**src/rtl/arc4_pkg.sv**
```systemverilog
// Shared types and helpers for the ARC4 decryption block: FSM state encoding,
// RAM depth and the key-schedule byte selector.
package arc4_pkg;

    localparam int MEM_DEPTH = 256;

    typedef enum logic [4:0] {
        S_INIT,
        S_KSA_RD_SI,
        S_KSA_WT_SI,
        S_KSA_RD_SJ,
        S_KSA_WT_SJ,
        S_KSA_WR_SI,
        S_KSA_WR_SJ,
        S_PRGA_RD_LEN,
        S_PRGA_WT_LEN,
        S_PRGA_RD_SI,
        S_PRGA_WT_SI,
        S_PRGA_RD_SJ,
        S_PRGA_WT_SJ,
        S_PRGA_WR_SI,
        S_PRGA_WR_SJ,
        S_PRGA_RD_PAD,
        S_PRGA_WT_PAD,
        S_DONE
    } state_t;

    // Byte 0 of the key is the most significant byte of the 24-bit key word.
    function automatic logic [7:0] key_byte(input logic [23:0] k, input logic [7:0] i,
                                            input int nbytes);
        int          b;
        logic [23:0] sh;
        b  = int'(i) % nbytes;
        sh = k >> (8 * (nbytes - 1 - b));
        return sh[7:0];
    endfunction

endpackage

```
**src/rtl/arc4_task3_top_if.sv**
```systemverilog
// Single-port RAM access bundle: the FSM is the master, the RAM the slave.
interface arc4_task3_top_if;
    logic [7:0] addr;
    logic [7:0] wdata;
    logic       wren;
    logic [7:0] rdata;

    modport master (output addr, output wdata, output wren, input rdata);
    modport slave  (input addr, input wdata, input wren, output rdata);
endinterface

```
**src/rtl/arc4_ram256x8.sv**
```systemverilog
// 256x8 single-port synchronous RAM with a registered address: read data
// appears the cycle after the address is presented.
module arc4_ram256x8
    import arc4_pkg::*;
#(
    parameter int DEPTH = MEM_DEPTH
) (
    input logic              clk_i,
    arc4_task3_top_if.slave  bus
);

    logic [7:0] mem_data [DEPTH];
    logic [7:0] addr_q;

    always_ff @(posedge clk_i) begin
        if (bus.wren) begin
            mem_data[bus.addr] <= bus.wdata;
        end
        addr_q <= bus.addr;
    end

    assign bus.rdata = mem_data[addr_q];

endmodule

```
**src/rtl/arc4_task3_top.sv**
```systemverilog
// ARC4 decryptor: S-box init, key schedule, then keystream XOR of the
// length-prefixed ciphertext in ct into pt. LEDR[0]=done, LEDR[1]=busy.
//
// state          | meaning
// INIT           | s[i]=i, one write per cycle
// KSA_RD_SI/WT_SI| fetch s[i], accumulate j
// KSA_RD_SJ/WT_SJ| fetch s[j]
// KSA_WR_SI/WR_SJ| swap writes, advance i
// PRGA_RD/WT_LEN | read ct[0], copy to pt[0]
// PRGA_RD..WR_SJ | i++, j+=s[i], swap (ct[k] fetched alongside s[i])
// PRGA_RD/WT_PAD | fetch s[s[i]+s[j]], write pt[k]
// DONE           | idle until reset
module arc4_task3_top #(
    parameter int KEY_BYTES = 3,
    parameter int MEM_DEPTH = 256
) (
    input  logic       CLOCK_50,
    input  logic [3:0] KEY,
    input  logic [9:0] SW,
    output logic [6:0] HEX0,
    output logic [6:0] HEX1,
    output logic [6:0] HEX2,
    output logic [6:0] HEX3,
    output logic [6:0] HEX4,
    output logic [6:0] HEX5,
    output logic [9:0] LEDR
);
    import arc4_pkg::*;

    logic        rst_n;
    logic [23:0] key_full;
    state_t      state_q, state_d;
    logic [7:0]  i_q, i_d;
    logic [7:0]  j_q, j_d;
    logic [7:0]  k_q, k_d;
    logic [7:0]  si_q, si_d;
    logic [7:0]  sj_q, sj_d;
    logic [7:0]  ctb_q, ctb_d;
    logic [7:0]  len_q, len_d;
    logic        unused_ok;

    arc4_task3_top_if s_bus ();
    arc4_task3_top_if ct_bus ();
    arc4_task3_top_if pt_bus ();

    arc4_ram256x8 #(.DEPTH(MEM_DEPTH)) s  (.clk_i(CLOCK_50), .bus(s_bus));
    arc4_ram256x8 #(.DEPTH(MEM_DEPTH)) ct (.clk_i(CLOCK_50), .bus(ct_bus));
    arc4_ram256x8 #(.DEPTH(MEM_DEPTH)) pt (.clk_i(CLOCK_50), .bus(pt_bus));

    assign rst_n     = KEY[3];
    assign key_full  = {14'b0, SW};
    assign unused_ok = ^{KEY[2:0], pt_bus.rdata};

    always_ff @(posedge CLOCK_50) begin
        if (!rst_n) begin
            state_q <= S_INIT;
            i_q     <= 8'd0;
            j_q     <= 8'd0;
            k_q     <= 8'd0;
            si_q    <= 8'd0;
            sj_q    <= 8'd0;
            ctb_q   <= 8'd0;
            len_q   <= 8'd0;
        end else begin
            state_q <= state_d;
            i_q     <= i_d;
            j_q     <= j_d;
            k_q     <= k_d;
            si_q    <= si_d;
            sj_q    <= sj_d;
            ctb_q   <= ctb_d;
            len_q   <= len_d;
        end
    end

    always_comb begin
        state_d = state_q;
        i_d     = i_q;
        j_d     = j_q;
        k_d     = k_q;
        si_d    = si_q;
        sj_d    = sj_q;
        ctb_d   = ctb_q;
        len_d   = len_q;
        case (state_q)
            S_INIT: begin
                i_d = i_q + 8'd1;
                if (i_q == 8'hFF) begin
                    j_d     = 8'd0;
                    state_d = S_KSA_RD_SI;
                end
            end
            S_KSA_RD_SI: state_d = S_KSA_WT_SI;
            S_KSA_WT_SI: begin
                si_d    = s_bus.rdata;
                j_d     = j_q + s_bus.rdata + key_byte(key_full, i_q, KEY_BYTES);
                state_d = S_KSA_RD_SJ;
            end
            S_KSA_RD_SJ: state_d = S_KSA_WT_SJ;
            S_KSA_WT_SJ: begin
                sj_d    = s_bus.rdata;
                state_d = S_KSA_WR_SI;
            end
            S_KSA_WR_SI: state_d = S_KSA_WR_SJ;
            S_KSA_WR_SJ: begin
                i_d     = i_q + 8'd1;
                state_d = (i_q == 8'hFF) ? S_PRGA_RD_LEN : S_KSA_RD_SI;
            end
            S_PRGA_RD_LEN: state_d = S_PRGA_WT_LEN;
            S_PRGA_WT_LEN: begin
                len_d   = ct_bus.rdata;
                i_d     = 8'd1;
                j_d     = 8'd0;
                k_d     = 8'd1;
                state_d = (ct_bus.rdata == 8'd0) ? S_DONE : S_PRGA_RD_SI;
            end
            S_PRGA_RD_SI: state_d = S_PRGA_WT_SI;
            S_PRGA_WT_SI: begin
                si_d    = s_bus.rdata;
                ctb_d   = ct_bus.rdata;
                j_d     = j_q + s_bus.rdata;
                state_d = S_PRGA_RD_SJ;
            end
            S_PRGA_RD_SJ: state_d = S_PRGA_WT_SJ;
            S_PRGA_WT_SJ: begin
                sj_d    = s_bus.rdata;
                state_d = S_PRGA_WR_SI;
            end
            S_PRGA_WR_SI:  state_d = S_PRGA_WR_SJ;
            S_PRGA_WR_SJ:  state_d = S_PRGA_RD_PAD;
            S_PRGA_RD_PAD: state_d = S_PRGA_WT_PAD;
            S_PRGA_WT_PAD: begin
                if (k_q == len_q) begin
                    state_d = S_DONE;
                end else begin
                    k_d     = k_q + 8'd1;
                    i_d     = i_q + 8'd1;
                    state_d = S_PRGA_RD_SI;
                end
            end
            S_DONE:  state_d = S_DONE;
            default: state_d = S_INIT;
        endcase
    end

    always_comb begin
        s_bus.addr   = i_q;
        s_bus.wdata  = 8'd0;
        s_bus.wren   = 1'b0;
        ct_bus.addr  = 8'd0;
        ct_bus.wdata = 8'd0;
        ct_bus.wren  = 1'b0;
        pt_bus.addr  = 8'd0;
        pt_bus.wdata = 8'd0;
        pt_bus.wren  = 1'b0;
        case (state_q)
            S_INIT: begin
                s_bus.wdata = i_q;
                s_bus.wren  = 1'b1;
            end
            S_KSA_RD_SJ, S_PRGA_RD_SJ: s_bus.addr = j_q;
            S_KSA_WR_SI, S_PRGA_WR_SI: begin
                s_bus.wdata = sj_q;
                s_bus.wren  = 1'b1;
            end
            S_KSA_WR_SJ, S_PRGA_WR_SJ: begin
                s_bus.addr  = j_q;
                s_bus.wdata = si_q;
                s_bus.wren  = 1'b1;
            end
            S_PRGA_WT_LEN: begin
                pt_bus.wdata = ct_bus.rdata;
                pt_bus.wren  = 1'b1;
            end
            S_PRGA_RD_SI: ct_bus.addr = k_q;
            // si/sj are the pre-swap values; their sum equals the post-swap sum.
            S_PRGA_RD_PAD: s_bus.addr = si_q + sj_q;
            S_PRGA_WT_PAD: begin
                pt_bus.addr  = k_q;
                pt_bus.wdata = s_bus.rdata ^ ctb_q;
                pt_bus.wren  = 1'b1;
            end
            default: ;
        endcase
        if (!rst_n) begin
            s_bus.wren  = 1'b0;
            pt_bus.wren = 1'b0;
        end
    end

    assign LEDR = rst_n ? {8'd0, (state_q != S_DONE), (state_q == S_DONE)} : 10'd0;
    assign HEX0 = 7'h7F;
    assign HEX1 = 7'h7F;
    assign HEX2 = 7'h7F;
    assign HEX3 = 7'h7F;
    assign HEX4 = 7'h7F;
    assign HEX5 = 7'h7F;

endmodule

```
**config.mk**
```make
export PLATFORM = sky130hd
export DESIGN_NAME = arc4_task3_top
export DESIGN_NICKNAME = d
export VERILOG_FILES = /design/src/rtl/arc4_pkg.sv /design/src/rtl/arc4_task3_top_if.sv /design/src/rtl/arc4_ram256x8.sv /design/src/rtl/arc4_task3_top.sv
export SDC_FILE = /design/constraint.sdc
export NUM_CORES = 1
export LEC_CHECK = 0
export ABC_CLOCK_PERIOD_IN_PS = 1900
export CAP_MARGIN = 0
export CELL_PAD_IN_SITES_DETAIL_PLACEMENT = 1
export CELL_PAD_IN_SITES_GLOBAL_PLACEMENT = 1
export CORE_MARGIN = 2
export CORE_UTILIZATION = 27
export DETAILED_ROUTE_END_ITERATION = 8
export PLACE_DENSITY = 0.76
export SYNTH_ARGS = -nofsm -noshare
export SYNTH_HDL_FRONTEND = slang
export SYNTH_SLANG_ARGS = --single-unit
export TNS_END_PERCENT = 50
```
**constraint.sdc**
```tcl
create_clock -name CLOCK_50 -period 1.9 [get_ports CLOCK_50]
set_clock_uncertainty 0.2 [all_clocks]
set_input_delay 0.38 -clock CLOCK_50 [delete_from_list [all_inputs] [get_ports CLOCK_50]]
set_output_delay 0.38 -clock CLOCK_50 [all_outputs]
set_load 0.05 [all_outputs]
```
After elaboration in Yosys (flattened, before gate mapping)
Index checks and enable logic that the tools add are counted.
- flip-flop bits (word level): 29
- input bits: 15
- word-level logic and storage cells: 45
- reductions and logical operators: 7
- add/subtract/negate cells: 2
- equality and inequality tests: 22
- multiplexer cells: 10
- operator list (kind ; number):
    5-bit case mux with 18 select lines ; 1
    5-bit by 4-bit equality test with 1-bit output, second input constant ; 8
    8-bit case mux with 3 select lines ; 1
    5-bit by 3-bit equality test with 1-bit output, second input constant ; 4
    8-bit by 1-bit adder with 8-bit output, second input constant ; 2
    8-bit two-way mux ; 2
    8-bit case mux with 2 select lines ; 1
    5-bit two-way mux ; 3
    5-bit by 2-bit equality test with 1-bit output, second input constant ; 2
    5-bit equality test, second input constant ; 2
    8-bit equality test ; 1
    8-bit equality test, second input constant ; 1
    8-bit zero test, first input constant ; 1
    5-bit by 1-bit equality test with 1-bit output, second input constant ; 1
    5-bit zero test ; 1
    5-bit != test, second input constant ; 1
    2-bit != test, second input constant ; 2
    2-bit AND reduction ; 2
    3-bit two-way mux ; 1
    3-bit nonzero test ; 1
    2-bit two-way mux ; 1
    2-bit nonzero test ; 1
    2-bit OR reduction ; 1

Depth between registers and ports, before layout
Gate-level depths: netlist of the first run.
- word-level depth: 4
- mapped depth: 7
- gate-level depth less buffers: 6

Cells and area by module
A second synthesis of the first run with hierarchy kept.
- cells, all modules: 3980
- area total of the unflattened synthesis: 81583.2 um2
- modules (own cells, without submodules) (module ; sequential area each (um2) ; cells each ; instances ; area each (um2)):
    arc4_ram256x8 ; 61659.1 ; 3733 ; 1 ; 79556.3
    arc4_task3_top ; 580.6 ; 247 ; 1 ; 2026.9

Worst setup path before layout of the first run
No wires, ideal clock.
- path type: register -> output
- start point: register state_q[4]
- end point: output LEDR[0]
- path buffers: 1
- setup slack: -715 ps
- arrival time: 2035 ps
- stages on the path, launching flop included: 4
- cell sequence: dfxtp_1 -> or4b_1 -> buf_2 -> nor3_1
- word-level cells in the longest chain between the ends: 2
- RTL lines (item ; RTL line ; text):
    start, declared ; arc4_task3_top.sv:32 ; state_t state_q, state_d;
    start signal, assigned ; arc4_task3_top.sv:65 ; state_q <= state_d;
    5-bit equality test ; arc4_task3_top.sv:191 ; assign LEDR = rst_n ? {8'd0, (state_q != S_DONE), (state_q == S_DONE)} : 10'd0;
    2-bit two-way mux ; arc4_task3_top.sv:191 ;
    end, declared ; arc4_task3_top.sv:26 ; output logic [9:0] LEDR
Every way passes these cells.

Worst setup path in the final report of the first run
- start point: register state_q[2]
- end point: output LEDR[0]
The elaborated chain is that of the path after synthesis.

==> results of run 1 <==
placed cells by master, fill, tap and decap left out, types with 3 or more instances in the layout:
master / n
nand2b_1: 9
buf_4: 30
buf_6: 6
o31ai_1: 3
a21oi_2: 3
clkbuf_8: 3
nor3_1: 7
nand3_1: 6
dfxtp_2: 6
mux2i_1: 6
a211oi_1: 3
a21oi_1: 9
conb_1: 50
dfxtp_1: 15
inv_1: 5
nand2_1: 12
o21ai_0: 5
and3_1: 5
registers in the layout (all words and copies together) (netlist names):
name / count
k_q: 8
i_q: 8
state_q: 5
worst register-to-register path, delay by kind of cell, from the launching register on:
family          cells  cell delay, ns
flops               1            0.32
buf+inv             1            0.16
mux                 1            0.22
simple gates        1            0.55
compound gates      2            0.63
logic make-up after synthesis:
group / synth area share
AOI/OAI and AO/OA: 0.208
adders and majority gates: 0.0232
buffers and inverters: 0.268
DFF: 0.260
muxes: 0.0371
other: 0.00464
and+or+nand+nor: 0.199
area by class of cell:
class	count	area [um^2]	area share
Clock buffer	4	45.0	0.0227
Inverter	7	26.3	0.0133
Multi-Input combinational cell	159	1050	0.528
Sequential cell	21	428	0.216
Tap cell	75	93.8	0.0473
Timing Repair Buffer	39	343	0.173
through the flow:
stage | hold WS [ns] | instances | utilization | setup slack [ns] | TNS, ns
5_1_grt | 0.302 | 305 | 0.339 | -0.320 | -3.32
2_1_floorplan | 0.242 | 245 | - | -0.145 | -0.574
6_report | 0.271 | 305 | 0.339 | -0.275 | -1.94
3_5_place_dp | 0.266 | 297 | 0.305 | -0.169 | -1.67
3_3_place_gp | 0.256 | 297 | 0.305 | -0.129 | -0.970
4_1_cts | 0.277 | 304 | 0.331 | -0.307 | -1.99
layer usage:
| layer | vias up | track usage | routed length, um |
|---|---|---|---|
| met5 | - | 0 | 0 |
| met4 | 0 | 0.0475 | 80 |
| met3 | 8 | 0.0167 | 150 |
| met2 | 38 | 0.211 | 1970 |
| met1 | 659 | 0.145 | 1640 |
| li1 | 668 | - | - |
path summary, 6_finish.rpt:
path | start | to | slack [ns] | cells past startpoint
setup / recovery | state_q[2] | LEDR[0] | -0.28 | 4
hold / removal | i_q[0] | i_q[0] | 0.27 | 1
setup reg to reg | state_q[2] | k_q[3] | -0.25 | 5
hold reg to reg | i_q[0] | i_q[0] | 0.27 | 1
repair_timing:
item | CTS | global route
resized for setup | 19 | 11
buffers inserted | 3 | 1
pin swaps | 6 | 4
endpoints found under the setup margin | 19 | 21
power by group:
group	leakage [nW]	switching, mW	internal [mW]
combinational	0.629	0.242	0.0232
clock	0.0228	0.154	0.150
sequential	0.172	0.00623	0.446
total	0.824	0.403	0.619
==> flow_summary.yaml, run 1 <==
layout:
  drive_gt1_frac: 0.296
  nNetsFinal: 249
  antenna_cells: 0
  area.growth.synth_to_final_pct: 22.5
  fin_area_mm2: 0.00198
  fillers: 722
timing:
  worst_slack_ns: -0.275
  final.period_utilization: 1.14
  max_freq_mhz: 460
  hold_violations: 0
  slew_violations: 0
  fin_crit_ns: 2.18
  rsz0062_at_grt: "true"
  setup_viol: 13
detailed_routing:
  via_per_inst: 4.50
  ant_nets: 0
  drt-total-wl_um: 3840
  num_vias: 1373
  wire_per_inst_um: 12.6
  first_pass_iters: 4
  first_iter_violations: 51
  drc_errors: 0
setup_path:
  slowest_stage: "or4b_4"
  path_cells: "or4b_4 > buf_6 > nor3_4 > buf_12"
  path_delay_family: "simple AND/OR/NAND/NOR gates"
  worstPathMaxFanout: 2
  required_ns: 1.32
  cp-end-kind: "output pin"
  arrival_ns: 1.60
  path_class: "reg -> out"
  critPathBufInv: 2
  cp_slowest_stage_delay_ns: 0.55
  start_kind: "flop"
logic_synthesis:
  synth.distinct_cells: 45
  synth_flop_cell: "dfxtp_1"
  synthesis.area_mm2: 0.00162
  synthMostInstantiatedCell: "buf_4"
  synthTopCellsByCount: "buf_4, dfxtp_1, a21oi_1, nand2_1"
  ys_ff_latch: 21
  ys_warn_count: 0
  netlist.top_cell.by_area: "dfxtp_1"
  seq_area_frac_synth: 0.260
  synth_top_cells_by_area: "dfxtp_1, buf_4, a21oi_1"
  synth_edf_count: 0
  synth_top_area_share: 0.260
  netlist_instances: 197
  synth_area_per_cell_um2: 8.21
  ys_async_sr_fraction: 0
global_routing:
  grt_pass1_wl_um: 6090
  antenna_found_initial: 0
  grt_start_max_net_pins: 15
  grt_overflow_total: 0
  grt_use_total: 0.119
  grt_pass1_vias: 1313
floorplanning:
  rows: 28
  ios: 67
  fp.dieH_um: 81.4
  fp.coreArea_mm2: 0.00585
  design.die.area_mm2: 0.00663
  initial_core_util: 0.277
  die_x_um: 81.4
status:
  violations: "negative setup slack"
  status: "complete, but fails checks"
clock_tree:
  holdBufCountCts: 0
  cts_tree: "yes"
  cts_buffer_depth: 2
  htreeDepth: 1
  clockRootBuffer: "clkbuf_8"
  clk_pin_slew_ns: 0.08
  clkLatencyLatePin_ns: 0.26
  numCtsBuffers: 3
  clkSinkCount: 21
placement:
  postPlaceCellArea_mm2: 0.00179
  port_buffers: 3
  post-dp-hpwl_um: 2760
  place_congestion: 0.779
power_and_ir_drop:
  power_mw: 1.02
  powerDensity_mw_per_mm2: 515
  max-vdd-ir-drop_v: 0.000241
  leakagePower_nw: 0.824
run:
  drv_cap: 0
worst_hold_path:
  hp-class: "reg -> reg"
Power figures use the tool's default switching activity.
==> run 2: changes to the inputs <==
- CTS_BUF_LIST: not set -> sky130_fd_sc_hd__clkbuf_16
==> run 2 against run 1 <==
The flow still finishes with violations (negative setup slack). Combinational power about the same. Power increased by 14%. Sequential power about the same. Clock power grew 47%. Core utilization rose by 0.45 points. Count of clock-buffer cells in the layout shrank 1. Setup slack gained 0.0015 ns.
==> flow_summary.yaml, run 2 (synthesis gave the netlist of run 1 again) <==
clock_tree:
  cts_buffer_depth: 2
  clkSinkCount: 21
  clk_pin_slew_ns: 0.06
  clkLatencyLatePin_ns: 0.25
  clockRootBuffer: "clkbuf_16"
  numCtsBuffers: 3
  htreeDepth: 1
  cts_tree: "yes"
global_routing:
  grt_pass1_vias: 1353
  grt_start_max_net_pins: 15
  grt_pass1_wl_um: 6290
  grt_overflow_total: 0
  grt_use_total: 0.121
  antenna_found_initial: 0
placement:
  post-dp-hpwl_um: 2760
  place_congestion: 0.779
  dp.cells: 297
  dp_slack_ns: -0.169
  postPlaceCellArea_mm2: 0.00179
  port_buffers: 3
worst_hold_path:
  hold_start: "i_q[0]"
  min_to: "i_q[0]"
  holdPathStages: 1
  hp-class: "reg -> reg"
layout:
  area.growth.synth_to_final_pct: 24.1
  nNetsFinal: 248
  antenna_cells: 0
  layout_commonest_cell: "conb_1"
  drive_gt1_frac: 0.284
  layout.cells.non_filler: 304
  layout_common_cells: "conb_1, buf_4, dfxtp_1, nand2_1"
  fin_area_mm2: 0.00201
  utilization: 0.343
  largestRegisters: "i_q: 8 flops, k_q: 8 flops, state_q: 5 flops"
timing:
  setup_tns_ns: -1.68
  slew_violations: 0
  max_freq_mhz: 460
  fin_crit_ns: 2.17
  worst_slack_ns: -0.274
  fin_hold_ws_ns: 0.268
  hold_violations: 0
  final.period_utilization: 1.14
  setup_viol: 13
  rsz0062_at_grt: "true"
setup_path:
  worstPathMaxFanout: 2
  cp-end-kind: "output pin"
  reg2reg_slack_ns: -0.23
  reg2reg_to: "k_q[3]"
  required_ns: 1.32
  start_kind: "flop"
  path_class: "reg -> out"
  arrival_ns: 1.59
  r2r_cells: 5
  reg2reg_from: "state_q[2]"
status:
  violations: "negative setup slack"
  status: "complete, but fails checks"
detailed_routing:
  via_per_inst: 4.49
  ant_nets: 0
  drc_errors: 0
  num_vias: 1365
  first_pass_iters: 4
  wire_per_inst_um: 12.7
  first_iter_violations: 61
  drt-total-wl_um: 3850
power_and_ir_drop:
  powerDensity_mw_per_mm2: 581
  leakagePower_nw: 0.834
  power_mw: 1.17
  max-vdd-ir-drop_v: 0.000291
floorplanning:
  initial_core_util: 0.277
  rows: 28
  ios: 67
  fp.dieH_um: 81.4
  fp.coreArea_mm2: 0.00585
  die_x_um: 81.4
  design.die.area_mm2: 0.00663
run:
  drv_cap: 0
==> run 2: changes by cell type in the layout (fill, tap and decap cells not counted), sizes merged <==
cell    change
clkbuf      -1
inv         +1
buf         -1
==> run 2: timing repair <==
action | CTS | global route
pin swaps | 7 | 6
hold buffers | 0 | 0
resized for setup | 19 | 9
setup endpoints to repair | 19 | 21
buffers inserted | 3 | 0
==> run 2: cell type report <==
type                    count  area, um^2
multi-input cells         159        1050
clock buffers               3        75.1
flip-flops and latches     21         425
inverters                   7        26.3
well taps                  75        93.8
clock inverters             1        3.75
fillers                   714        3840
repair buffers             38         332
==> run 2: where the power goes <==
group | internal (mW) | switching [mW] | total (mW)
sequential | 0.446 | 0.00625 | 0.453
combinational | 0.0232 | 0.242 | 0.265
clock | 0.281 | 0.167 | 0.448
==> run 2: per-layer routing <==
metal	wire (um)	part of all wire	track usage
met5	0	0	0
met4	53	0.014	0.0475
met3	124	0.032	0.0122
met2	1980	0.51	0.211
met1	1700	0.44	0.153
==> run 2: worst max path at each step <==
stage          startpoint  endpoint  slack, ns  depth (start not counted)
2_1_floorplan  state_q[2]    k_q[5]      -0.14                          5
3_3_place_gp   state_q[2]    k_q[3]      -0.13                          4
3_5_place_dp   state_q[2]    k_q[3]      -0.17                          4
4_1_cts        state_q[2]   LEDR[0]      -0.28                          4
5_1_grt        state_q[2]   LEDR[0]      -0.33                          4
6_report       state_q[2]   LEDR[0]      -0.27                          4
==> run 2: worst max-delay path: stages, from the launching register on <==
cell and delay (ns):
dfxtp_1 0.31, or4b_4 0.55, buf_4 0.17, nor3_4 0.15, buf_12 0.16
==> run 3: changes to the inputs <==
- ABC_CLOCK_PERIOD_IN_PS: 1900 -> 2000
- CORE_UTILIZATION: 27 -> 30
- HOLD_SLACK_MARGIN: not set -> 0.05
- PLACE_DENSITY: 0.76 -> 0.8
- clock period: 1.9 -> 2 ns (I/O delays scaled with it)
==> run 3 against run 2 <==
First-iteration DRC count is 25% higher. Combinational power shrank 5%. Largest cell class unchanged. The run still ends with negative setup slack left. Via count increased by 6.2%. Cell count down 0.33%. Worst hold slack improved by 0.0071 ns. Largest power group is now the clock network. Sequential power decreased by 5.1%. Power fell by 2.8%. Clock power hardly changed. Setup slack improved by 0.073 ns. Flip-flop and latch count unchanged. Global-route usage increased by 1.8 points.
==> flow_summary.yaml, run 3 (synthesis gave the netlist of run 1 again) <==
floorplanning:
  initial_core_util: 0.315
  rows: 26
  fp.coreArea_mm2: 0.00514
  design.die.area_mm2: 0.00600
  ios: 67
  die_x_um: 77.4
  fp.dieH_um: 77.4
global_routing:
  grt_overflow_total: 0
  antenna_found_initial: 0
  grt_pass1_vias: 1368
  grt_start_max_net_pins: 15
  grt_pass1_wl_um: 6790
  grt_use_total: 0.139
clock_tree:
  clkSinkCount: 21
  cts_tree: "yes"
  cts_buffer_depth: 2
  htreeDepth: 1
  clk_pin_slew_ns: 0.06
  numCtsBuffers: 3
  clockRootBuffer: "clkbuf_16"
  clkLatencyLatePin_ns: 0.26
detailed_routing:
  met1Wirelength_um: 1840
  ant_nets: 0
  drc_errors: 0
  wl_met3_um: 176
  wire_per_inst_um: 15.2
  num_vias: 1450
  drt-total-wl_um: 4590
  first_iter_violations: 76
  dr_wl_met2_um: 2470
  via_per_inst: 4.79
  first_pass_iters: 4
  top_layer: "met4"
layout:
  layout_common_cells: "conb_1, buf_4, dfxtp_1, nand2_1, nand2b_1"
  drive_gt1_frac: 0.313
  largestRegisters: "i_q: 8 flops, k_q: 8 flops, state_q: 5 flops"
  layout_commonest_cell: "conb_1"
  antenna_cells: 0
  area.growth.synth_to_final_pct: 28.1
  utilization: 0.403
  nNetsFinal: 252
timing:
  tightest_slew_ns: 0.493
  hold_violations: 0
  fin_crit_ns: 2.20
  setup_tns_ns: -1.17
  worst_slack_ns: -0.201
  slew_headroom: 0.669
  max_freq_mhz: 454
  setup_viol: 13
  slew_violations: 0
  fin_hold_ws_ns: 0.275
  rsz0062_at_grt: "true"
  final.period_utilization: 1.10
placement:
  place_congestion: 0.814
  port_buffers: 3
  post-dp-hpwl_um: 2750
worst_hold_path:
  holdPathStages: 2
  hp-class: "reg -> reg"
  hold_start: "k_q[7]"
  min_to: "k_q[7]"
setup_path:
  r2r_cells: 5
  reg2reg_from: "state_q[1]"
  arrival_ns: 1.60
  reg2reg_slack_ns: -0.16
  slowest_stage: "or4b_4"
  crit_start: "state_q[1]"
  worstPathMaxFanout: 2
  start_kind: "flop"
  path_cells: "or4b_4 > buf_6 > nor3_4 > buf_12"
  cp-end-kind: "output pin"
  cp_slowest_stage_delay_ns: 0.56
  path_class: "reg -> out"
  required_ns: 1.40
  reg2reg_to: "k_q[5]"
run:
  drv_cap: 0
power_and_ir_drop:
  powerDensity_mw_per_mm2: 547
  max-vdd-ir-drop_v: 0.000253
  leakagePower_nw: 0.867
status:
  status: "complete, but fails checks"
  violations: "negative setup slack"
## run 3: timing repair
item / 4_1_cts / 5_1_grt
setup endpoints to repair: 10 / 20
setup buffers: 3 / 10
hold buffers: 0 / 0
pin swaps: 3 / 5
resized for setup: 8 / 29
## run 3: how the worst max path moves through the flow
stage / end / slack (ns) / depth (start not counted)
after global routing: LEDR[0] / -0.25 / 4
after global placement: k_q[3] / -0.01 / 4
after CTS: LEDR[0] / -0.24 / 4
after floorplan: k_q[5] / -0.04 / 5
after detailed placement: k_q[3] / -0.06 / 4
final: LEDR[0] / -0.20 / 4
## run 3: routing by layer
metal  global-route usage  up-vias
met4               0.0536        0
met3               0.0151       12
met2                0.263       37
met1                0.159      724
li1                     -      677
met5                    0        -
## run 3: critical path: cells and delay by family, from the launching register on
family	cells	cell delay (ns)
and+or+nand+nor	2	0.72
DFF	1	0.32
buffers and inverters	2	0.30
## run 3: through the flow
step                setup slack, ns  instances  total power [mW]  cell area [um^2]
global route                 -0.251        303              1.17              2070
CTS                          -0.244        293              1.13              1880
finish                       -0.201        303              1.13              2070
floorplan                   -0.0446        245             0.742              1810
detailed placement          -0.0639        286             0.686              1740
global placement            -0.0118        286             0.683              1740
## run 3: layout make-up
cell class,count,area [um^2]
Fill cell,663,3070
Multi-Input combinational cell,159,1080
Sequential cell,21,427
Timing Repair Buffer,42,374
Tap cell,70,87.6
Clock buffer,3,75.1
Inverter,7,26.3
Clock inverter,1,5.00
## run 3: power breakdown
part | internal, mW | switching, mW | leakage (nW)
combinational | 0.0208 | 0.232 | 0.654
sequential | 0.424 | 0.00599 | 0.172
clock | 0.270 | 0.180 | 0.0409
total | 0.714 | 0.419 | 0.867
